### src/rtl/display_pkg.sv
// Shared constants for the 4-digit multiplexed 7-segment display controller:
// digit count, blank codes and the active-low hex segment table (gfedcba).
package display_pkg;

    localparam int DIGITS = 4;

    localparam logic [6:0] SEG_OFF = 7'b1111111;
    localparam logic [3:0] AN_OFF  = 4'b1111;

    // Entry n is the active-low code for hex digit n (index 15 listed first).
    localparam logic [15:0][6:0] HEX_SEG = {
        7'b0001110,  // F
        7'b0000110,  // E
        7'b0100001,  // d
        7'b1000110,  // C
        7'b0000011,  // b
        7'b0001000,  // A
        7'b0010000,  // 9
        7'b0000000,  // 8
        7'b1111000,  // 7
        7'b0000010,  // 6
        7'b0010010,  // 5
        7'b0011001,  // 4
        7'b0110000,  // 3
        7'b0100100,  // 2
        7'b1111001,  // 1
        7'b1000000   // 0
    };

endpackage

### src/rtl/hex_7seg.sv
// Combinational nibble to active-low 7-segment code (seg[0]=a .. seg[6]=g).
module hex_7seg
    import display_pkg::*;
(
    input  logic [3:0] nib_i,
    output logic [6:0] seg_o
);

    assign seg_o = HEX_SEG[nib_i];

endmodule

### src/rtl/controlador_display.sv
// Captures the CPU OUT value and scans it as 4 hex digits on a common-anode
// display, with optional leading-zero blanking and blinking while halted.
module controlador_display
    import display_pkg::*;
#(
    parameter int CLK_DIV     = 50000,
    parameter int BLINK_DIV   = 64,
    parameter int BLANK_ZEROS = 1
) (
    input  logic        clk,
    input  logic        reset,
    input  logic        write,
    input  logic [15:0] data,
    input  logic        halt,
    output logic [6:0]  seg,
    output logic        dp,
    output logic [3:0]  an
);

    localparam int DIV_W = $clog2(CLK_DIV);
    localparam int RND_W = $clog2(BLINK_DIV) + 1;
    localparam logic [DIV_W-1:0] DIV_LAST = DIV_W'(CLK_DIV - 1);
    localparam logic [RND_W-1:0] RND_LAST = RND_W'(BLINK_DIV - 1);

    logic [15:0]      valor_q;
    logic             escrito_q;
    logic [DIV_W-1:0] div_q;
    logic [1:0]       idx_q;
    logic [RND_W-1:0] rounds_q;
    logic             blink_on_q;
    logic [6:0]       seg_q, seg_d;
    logic             dp_q, dp_d;
    logic [3:0]       an_q, an_d;

    logic [3:0]       nibs [DIGITS];
    logic [DIGITS-1:0] zero_from;
    logic [3:0]       nib;
    logic [6:0]       hex_seg;
    logic             scan_tick;
    logic             scan_wrap;
    logic             blank;

    // zero_from[i]: every nibble from digit i up to the top one is zero.
    generate
        for (genvar gi = 0; gi < DIGITS; gi++) begin : g_nib
            assign nibs[gi]      = valor_q[4*gi +: 4];
            assign zero_from[gi] = ~|valor_q[4*DIGITS-1 : 4*gi];
        end
    endgenerate

    assign nib       = nibs[idx_q];
    assign scan_tick = (div_q == DIV_LAST);
    assign scan_wrap = scan_tick && (idx_q == 2'd3);

    hex_7seg u_hex (
        .nib_i (nib),
        .seg_o (hex_seg)
    );

    always_comb begin
        blank = ((BLANK_ZEROS != 0) && (idx_q != 2'd0) && zero_from[idx_q]) || !blink_on_q;
        an_d  = blank ? AN_OFF  : ~(4'b0001 << idx_q);
        seg_d = blank ? SEG_OFF : hex_seg;
        dp_d  = !((idx_q == 2'd0) && escrito_q && !blank);
    end

    always_ff @(posedge clk) begin
        if (reset) begin
            valor_q    <= 16'h0000;
            escrito_q  <= 1'b0;
            div_q      <= '0;
            idx_q      <= 2'd0;
            rounds_q   <= '0;
            blink_on_q <= 1'b1;
            seg_q      <= SEG_OFF;
            dp_q       <= 1'b1;
            an_q       <= AN_OFF;
        end else begin
            if (write) begin
                valor_q   <= data;
                escrito_q <= 1'b1;
            end

            if (scan_tick) begin
                div_q <= '0;
                idx_q <= idx_q + 2'd1;
            end else begin
                div_q <= div_q + 1'b1;
            end

            // Outside halt the blink phase is held "on" so it restarts cleanly.
            if (!halt) begin
                rounds_q   <= '0;
                blink_on_q <= 1'b1;
            end else if (scan_wrap) begin
                if (rounds_q == RND_LAST) begin
                    rounds_q   <= '0;
                    blink_on_q <= ~blink_on_q;
                end else begin
                    rounds_q <= rounds_q + 1'b1;
                end
            end

            seg_q <= seg_d;
            dp_q  <= dp_d;
            an_q  <= an_d;
        end
    end

    assign seg = seg_q;
    assign dp  = dp_q;
    assign an  = an_q;

endmodule

### config.mk
export PLATFORM = sky130hd
export DESIGN_NAME = controlador_display
export DESIGN_NICKNAME = d
export VERILOG_FILES = /design/src/rtl/display_pkg.sv /design/src/rtl/hex_7seg.sv /design/src/rtl/controlador_display.sv
export SDC_FILE = /design/constraint.sdc
export NUM_CORES = 1
export LEC_CHECK = 0
export CAP_MARGIN = 25
export CORE_MARGIN = 4
export CORE_UTILIZATION = 45
export CTS_BUF_LIST = sky130_fd_sc_hd__clkbuf_16
export DETAILED_ROUTE_END_ITERATION = 8
export HOLD_SLACK_MARGIN = 0.02
export PLACE_DENSITY = 0.68
export SYNTH_ARGS = -nofsm -noshare
export SYNTH_HDL_FRONTEND = slang
export SYNTH_SLANG_ARGS = --single-unit
### constraint.sdc
create_clock -name clk -period 2.6 [get_ports clk]
set_clock_uncertainty 0.15 [all_clocks]
set_input_delay 0.52 -clock clk [delete_from_list [all_inputs] [get_ports clk]]
set_output_delay 0.52 -clock clk [all_outputs]
set_load 0.01 [all_outputs]
Word level (Yosys, flattened, before mapping) --
Memories as Yosys holds them, arrays and structs flattened. A register that Yosys moved wholly into a read port is not among the register bits. Index checks and enable logic that the tools add are counted.
Word-level totals: memories 1, ROM bits 112, flip-flop bits (word level) 48, input port bits 20
Memory list:
- (name not given) | words 16, bits a word 7, read ports 1, clocked after Yosys merged registers in 1, write ports 0, RTL line hex_7seg.sv:9 | assign seg_o = HEX_SEG[nib_i];
Operators by class: $add $sub $neg 3, bitwise gates (word level) 4, equality and inequality tests 3, magnitude comparators 2, shift operators 1, reduce and logical (&&, ||, !) cells 22, muxes and demuxes 6
Operators by type and width (number):
- adder 16 x 1 -> 16 bit (second input constant) | 1
- == test 16 bit (second input constant) | 1
- OR reduction 16 bit | 1
- OR reduction 12 bit | 1
- binary-select mux 4 bit (select 2 bit) | 1
- two-way mux 4 bit | 2
- OR reduction 8 bit | 1
- adder 7 x 1 -> 7 bit (second input constant) | 1
- == test 7 x 6 -> 1 bit (second input constant) | 1
- zero test 1 bit | 7
- two-way mux 7 bit | 1
- OR reduction 2 bit | 3
- logical AND 1 bit | 4
- inverter 4 bit | 1
- OR reduction 4 bit | 1
- << shifter 1 x 2 -> 4 bit (first input constant) | 1
- >= comparator 3 bit (second input constant) | 1
- less-than comparator 2 x 3 -> 1 bit (second input constant) | 1
- inverter 2 -> 3 bit | 1
- adder 2 x 1 -> 2 bit (second input constant) | 1
- binary-select mux 1 bit (select 2 bit) | 1
- == test 2 bit (second input constant) | 1
- zero test 2 bit | 1
- inverter 1 bit | 2
- 4 further kinds | 4

Longest topological paths before layout --
Gate-level depths: netlist of run 1.
depth after elaboration 9, gate-level depth with buffers 8, gate-level depth less buffers 7

Cells and area by module --
Synthesis of run 1 repeated with hierarchy kept, for this count alone.
Second synthesis, totals: cells, all modules 272, area total of the unflattened synthesis 2605.0 um2
Modules (own cells, without submodules):
- controlador_display | seq. area each 1101.1 um2, area an instance 2329.7 um2, cells an instance 240, times used 1
- hex_7seg | seq. area each 0.0 um2, area an instance 275.3 um2, cells an instance 32, times used 1

Worst setup path after synthesis of run 1 --
No wires, ideal clock.
kind reg2reg, start reg idx_q[1], end reg seg_q[0] (netlist: seg[0]), required time 2.363 ns, period minus slack after synthesis 2.292 ns, cell stages (with the launch flop) 8, data arrival time 2.055 ns, path slack 0.308 ns, cells stage by stage dfxtp_1 -> buf_2 -> mux4_1 -> inv_1 -> ha_1 -> nor2_1 -> a22o_1 -> o31ai_1
On the way: cells in the longest elaborated chain, start to end 5
RTL lines:
- start, declared | RTL line controlador_display.sv:28 | logic [1:0] idx_q;
- start signal, assigned | RTL line controlador_display.sv:86 | idx_q <= idx_q + 2'd1;
- binary-select mux 1 bit (select 2 bit) | RTL line controlador_display.sv:61 | blank = ((BLANK_ZEROS != 0) && (idx_q != 2'd0) && zero_from[idx_q]) || !blink_on_q;
- two-way mux 1 bit (not written as such) | RTL line controlador_display.sv:61
- logical AND 1 bit | RTL line controlador_display.sv:61
- logical OR 1 bit | RTL line controlador_display.sv:61
- OR reduction 2 bit (no source line)
- end, declared | RTL line controlador_display.sv:31 | logic [6:0] seg_q, seg_d;
Several ways; a longest one is shown, not always the timed one. The select of a mux whose other input is x is not followed. A chain may end at the register's enable or synchronous reset.

Worst setup path after layout of run 1 --
Same ends and word-level chain as after synthesis.

==> flow_metrics.env, run 1 <==
export IMPL_io_pins=32
export IMPL_finalCritPeriodShare=0.870
export IMPL_antenna_left=0
export IMPL_path_depth=6
export IMPL_final_cell_count_no_fill=385
export IMPL_rrSetupSlack_ps=340
export IMPL_drive_above_1_share=0.0735
export IMPL_crit_start="idx_q[1]$_SDFFE_PP0P_"
export IMPL_fin_nets=344
export IMPL_rsz0062_at_grt="no"
export IMPL_globalRouteTotalUtil=0.157
export IMPL_drv_cap=0
export IMPL_cts_resized=0
export IMPL_h_tree_depth=2
export IMPL_path_max_fanout=6
export IMPL_synth_compound_area_share=0.0846
export IMPL_setup_violations_final=0
export IMPL_holdBufCountCts=0
export IMPL_tightestPinTransition_ps=533
export IMPL_powerDensity_nw_per_um2=551
export IMPL_syn_area_um2=2660
export IMPL_postCtsSetupBuffers=0
export IMPL_finalCriticalPeriod_ps=2260
export IMPL_avgRoutedWirePerCell_um=14.2
export IMPL_antenna_cells=0
export IMPL_required_ps=2660
export IMPL_netlist_instances=281
export IMPL_end_kind="register"
export IMPL_power_mw=1.75
export IMPL_max_slew_margin=0.642
export IMPL_p_leak_nw=1.20
export IMPL_clock_path_buffers=2
export IMPL_antenna_found_initial=0
export IMPL_die_x_um=84.9
export IMPL_min_path_type="reg -> reg"
export IMPL_cp_cell_sequence="mux4_1 > inv_1 > ha_1 > nor2_1 > a22o_1 > o31ai_1"
export IMPL_firstDrtPassIters=4
export IMPL_synth_seq_cells=55
export IMPL_synth_nets=313
export IMPL_portBuffers=31
export IMPL_grt_pass1_vias=2027
export IMPL_hold_violations=0
export IMPL_num_rows=27
export IMPL_synth_cell_types=48
export IMPL_cts_sinks=55
export IMPL_critPathLaunchType="register"
export IMPL_routed_wl_um=5450
export IMPL_initial_core_util=0.475
export IMPL_crit_family="multiplexers"
export IMPL_fmax_mhz=442
export IMPL_cp_arrival_ps=2320
export IMPL_cts_tree="done"
export IMPL_grt_max_degree=21
export IMPL_fp_dieH_um=84.9
export IMPL_ys_warnings_count=0
export IMPL_most_common_layout_cells="dfxtp_1 (55), nor2_1 (45), clkdlybuf4s50_1 (31)"
export IMPL_area_growth_syn_to_layout_pct=19.5
export IMPL_layout_commonest_cell="dfxtp_1"
export IMPL_reg2reg_to="seg[0]$_SDFF_PP1_"
export IMPL_max_stage_delay_ps=680
export IMPL_fill_cells=546
export IMPL_die_area_um2=7210
export IMPL_cts_buffers=5
export IMPL_postSynthAreaPerCell_um2=9.48
export IMPL_finalSetupTns_ps=0
export IMPL_grt_pass1_wl_um=9360
export IMPL_gp_congestion=0.842
export IMPL_synthXorXnorAreaFrac=0.0526
export IMPL_ir_drop_mv=0.309
export IMPL_synth_fa_ha_area_frac=0.0564
export IMPL_coreArea_um2=5610
export IMPL_dp_cells=377
export IMPL_vias_per_cell=5.51
export IMPL_synth_top_family_by_area="simple AND/OR/NAND/NOR gates"
export IMPL_worst_path_buf_inv=1
export IMPL_worstSetupEndpoint="seg[0]$_SDFF_PP1_"
export IMPL_vias=2121
export IMPL_slew_violations=0
export IMPL_synth_simple_area_share=0.234
export IMPL_clk_pin_slew_ps=70
export IMPL_drc=0
export IMPL_crit_type="reg -> reg"
export IMPL_clk_latency_ps=290
export IMPL_r2r_cells=6
export IMPL_overflow=0
export IMPL_critPathSlowestCell="mux4_1"
export IMPL_hpwl_um=4000
export IMPL_outcome="finished clean"
export IMPL_ctsRootBufferMaster="clkbuf_16"
export IMPL_ys_seq_area_frac=0.414
export IMPL_reg2reg_from="idx_q[1]$_SDFFE_PP0P_"
export IMPL_synthMuxAreaShare=0.125
export IMPL_drtIter0Drc=130
-- routing by layer --
layer / vias to the layer above / track usage / wire length (um)
met3: 8 / 0.0291 / 189
met5: - / 0 / 0
met4: 0 / 0.0518 / 87
met1: 1008 / 0.209 / 2640
li1: 1068 / - / -
met2: 37 / 0.256 / 2540
-- where the power goes --
part           switching, mW  internal [mW]  total (mW)
combinational         0.0800         0.0962       0.176
clock                  0.316          0.361       0.677
sequential            0.0248          0.874       0.898
-- how the worst min path moves through the flow --
stage,start,endpoint,cells past startpoint
5_1_grt,escrito_q$_SDFFE_PP0P_,dp$_SDFF_PP1_,1
4_1_cts,escrito_q$_SDFFE_PP0P_,dp$_SDFF_PP1_,1
3_5_place_dp,escrito_q$_SDFFE_PP0P_,dp$_SDFF_PP1_,1
2_1_floorplan,escrito_q$_SDFFE_PP0P_,dp$_SDFF_PP1_,1
3_3_place_gp,escrito_q$_SDFFE_PP0P_,dp$_SDFF_PP1_,1
6_report,escrito_q$_SDFFE_PP0P_,dp$_SDFF_PP1_,1
-- logic make-up after synthesis --
logic type,count (synthesis)
flip-flops,55
adder cells (fa/ha/maj),12
buffers and inverters,19
XOR/XNOR,16
AND/OR/NAND/NOR,120
multiplexers,27
AO/OA/AOI/OAI,32
-- metrics by stage --
| stage | utilization | hold WS (ps) | area [um^2] | setup WS, ps |
|---|---|---|---|---|
| 2_1_floorplan | - | 218 | 2660 | 308 |
| 3_3_place_gp | 0.541 | 236 | 3030 | 417 |
| 3_5_place_dp | 0.541 | 235 | 3030 | 357 |
| 4_1_cts | 0.567 | 255 | 3180 | 335 |
| 5_1_grt | 0.567 | 294 | 3180 | 145 |
| 6_report | 0.567 | 260 | 3180 | 339 |
-- cells in the mapped netlist, drive strengths merged --
library cell	n	area, um^2
o311a	1	10.0
nand3b	2	15.0
nor4b	1	23.8
a32o	2	20.0
nor2b	1	6.26
buf	9	52.6
and4bb	2	25.0
nor4	7	43.8
nand4	8	56.3
nor2	45	169
o211ai	4	30.0
o2bb2ai	1	8.76
and4	3	28.8
nand3	12	65.1
o21ai	5	25.0
mux4	4	97.6
nand2b	2	12.5
a22o	2	17.5
or4	1	11.3
inv	8	30.0
mux2i	21	210
and2	2	12.5
nor3	6	30.0
a31o	1	8.76
a21boi	1	7.51
o31ai	2	15.0
xnor2	9	78.8
a31oi	2	12.5
o221ai	2	17.5
a21oi	8	43.8
nand2	21	78.8
xor2	7	61.3
ha	12	150
and3	4	25.0
o311ai	1	8.76
dfxtp	55	1100
clkbuf	2	7.51
mux2	2	26.3
or3	3	18.8
-- final cells by class --
type | count | area [um^2] | area share
Timing Repair Buffer | 35 | 340 | 0.107
Clock buffer | 5 | 125 | 0.0393
Clock inverter | 3 | 23.8 | 0.00747
Tap cell | 72 | 90.1 | 0.0283
Multi-Input combinational cell | 207 | 1470 | 0.462
Inverter | 8 | 30.0 | 0.00944
Sequential cell | 55 | 1100 | 0.346
-- sequential cells by signal (all words and copies together), names as in the netlist --
name and count:
idx_q 2, seg 7, blink_on_q 1, an 4, dp 1, rounds_q 7
div_q 16, escrito_q 1, valor_q 16
No activity file was read; power rests on OpenSTA's default activity.
==> run 2: changes to the inputs <==
- CTS_BUF_LIST: sky130_fd_sc_hd__clkbuf_16 -> default
==> flow_metrics.env, run 2 (same netlist as run 1, synthesis figures left out) <==
export IMPL_outcome="finished clean"
export IMPL_powerDensity_nw_per_um2=502
export IMPL_tightestPinTransition_ps=505
export IMPL_drive_above_1_share=0.0735
export IMPL_postCtsSetupBuffers=0
export IMPL_avgRoutedWirePerCell_um=14.2
export IMPL_crit_start="idx_q[1]$_SDFFE_PP0P_"
export IMPL_cts_resized=0
export IMPL_rsz0062_at_grt="no"
export IMPL_antenna_left=0
export IMPL_path_depth=6
export IMPL_overflow=0
export IMPL_cp_arrival_ps=2350
export IMPL_clock_path_buffers=2
export IMPL_firstDrtPassIters=4
export IMPL_dp_cells=377
export IMPL_coreArea_um2=5610
export IMPL_largestRegisters="div_q: 16 flops, valor_q: 16 flops"
export IMPL_fp_dieH_um=84.9
export IMPL_crit_type="reg -> reg"
export IMPL_final_cell_count_no_fill=385
export IMPL_holdBufCountCts=0
export IMPL_most_common_layout_cells="dfxtp_1 (55), nor2_1 (45), clkdlybuf4s50_1 (31)"
export IMPL_fin_nets=344
export IMPL_r2r_cells=6
export IMPL_cts_sinks=55
export IMPL_io_pins=32
export IMPL_cp_cell_sequence="mux4_1 > inv_1 > ha_1 > nor2_1 > a22o_1 > o31ai_1"
export IMPL_comb_power_share=0.112
export IMPL_hold_ws_ps=261
export IMPL_p_int_mw=1.16
export IMPL_antenna_cells=0
export IMPL_initial_core_util=0.475
export IMPL_worst_path_buf_inv=1
export IMPL_portBuffers=31
export IMPL_post_route_util=0.557
export IMPL_drtIter0Drc=112
export IMPL_cts_tree="done"
export IMPL_drc=0
export IMPL_vias=2143
export IMPL_p_seq_frac=0.573
export IMPL_setup_violations_final=0
export IMPL_power_switching_mw=0.405
export IMPL_clk_latency_ps=320
export IMPL_reg2reg_to="seg[0]$_SDFF_PP1_"
export IMPL_die_x_um=84.9
export IMPL_power_switching_share=0.258
export IMPL_max_slew_margin=0.661
export IMPL_finalSetupTns_ps=0
export IMPL_finalCriticalPeriod_ps=2260
export IMPL_routed_wl_um=5470
export IMPL_p_leak_nw=1.18
export IMPL_cts_buffers=5
export IMPL_layout_commonest_cell="dfxtp_1"
export IMPL_hold_violations=0
export IMPL_critPathLaunchType="register"
export IMPL_clk_pin_slew_ps=100
export IMPL_num_rows=27
export IMPL_slew_violations=0
export IMPL_power_mw=1.57
export IMPL_required_ps=2690
export IMPL_antenna_found_initial=0
export IMPL_finalCritPeriodShare=0.869
export IMPL_critPathSlowestCell="mux4_1"
export IMPL_seqCellArea_um2=1100
export IMPL_die_area_um2=7210
export IMPL_min_path_type="reg -> reg"
export IMPL_clockPowerShare=0.315
export IMPL_worstSetupEndpoint="seg[0]$_SDFF_PP1_"
export IMPL_grt_pass1_wl_um=9350
export IMPL_fmax_mhz=443
export IMPL_drv_cap=0
export IMPL_globalRouteTotalUtil=0.157
export IMPL_grt_pass1_vias=2017
export IMPL_rrSetupSlack_ps=340
export IMPL_ir_drop_mv=0.284
export IMPL_path_max_fanout=6
export IMPL_end_kind="register"
export IMPL_max_stage_delay_ps=670
export IMPL_fill_cells=555
export IMPL_hpwl_um=4000
export IMPL_crit_family="multiplexers"
export IMPL_reg2reg_from="idx_q[1]$_SDFFE_PP0P_"
export IMPL_ctsRootBufferMaster="clkbuf_8"
export IMPL_grt_max_degree=21
export IMPL_h_tree_depth=2
export IMPL_gp_congestion=0.842
export IMPL_vias_per_cell=5.57
export IMPL_multi_input_area_um2=1470
export IMPL_area_growth_syn_to_layout_pct=17.4
[run 2: changes by cell type in the layout (fill, tap and decap cells not counted)]
cell | before | now
clkbuf_8 | 0 | 5
clkbuf_16 | 5 | 0
[run 2: power by group through the flow]
stage                     Clock, mW  Sequential, mW  Combinational, mW
after floorplan                   0           0.916             0.0988
after global placement            0           0.917              0.176
after detailed placement          0           0.917              0.177
after CTS                     0.509           0.898              0.178
after global routing          0.541           0.903              0.197
final                         0.494           0.899              0.176
[run 2: layout make-up]
type / count / area share
multi-input combinational: 207 / 0.471
sequential: 55 / 0.352
timing repair buffer: 35 / 0.109
tap: 72 / 0.0288
clock buffer: 5 / 0.0220
inverter: 8 / 0.00961
clock inverter: 3 / 0.00761
[run 2: through the flow]
stage,worst slack (ps),instance area (um^2)
finish,340,3130
global route,136,3130
CTS,329,3130
global placement,417,3030
floorplan,308,2660
detailed placement,357,3030
[run 2: how the worst min path moves through the flow]
stage	from	endpoint	slack [ps]	depth (start not counted)
2_1_floorplan	escrito_q$_SDFFE_PP0P_	dp$_SDFF_PP1_	220	1
3_3_place_gp	escrito_q$_SDFFE_PP0P_	dp$_SDFF_PP1_	240	1
3_5_place_dp	escrito_q$_SDFFE_PP0P_	dp$_SDFF_PP1_	230	1
4_1_cts	escrito_q$_SDFFE_PP0P_	dp$_SDFF_PP1_	260	1
5_1_grt	escrito_q$_SDFFE_PP0P_	dp$_SDFF_PP1_	300	1
6_report	escrito_q$_SDFFE_PP0P_	dp$_SDFF_PP1_	260	1
[run 2: metal layers]
layer,part of all wire,GRT usage,wire length [um],up-vias
met3,0.037,0.0320,204,11
met2,0.47,0.256,2580,48
met4,0.012,0.0489,66,0
met1,0.48,0.209,2620,1021
li1,-,-,-,1063
met5,0,0,0,-
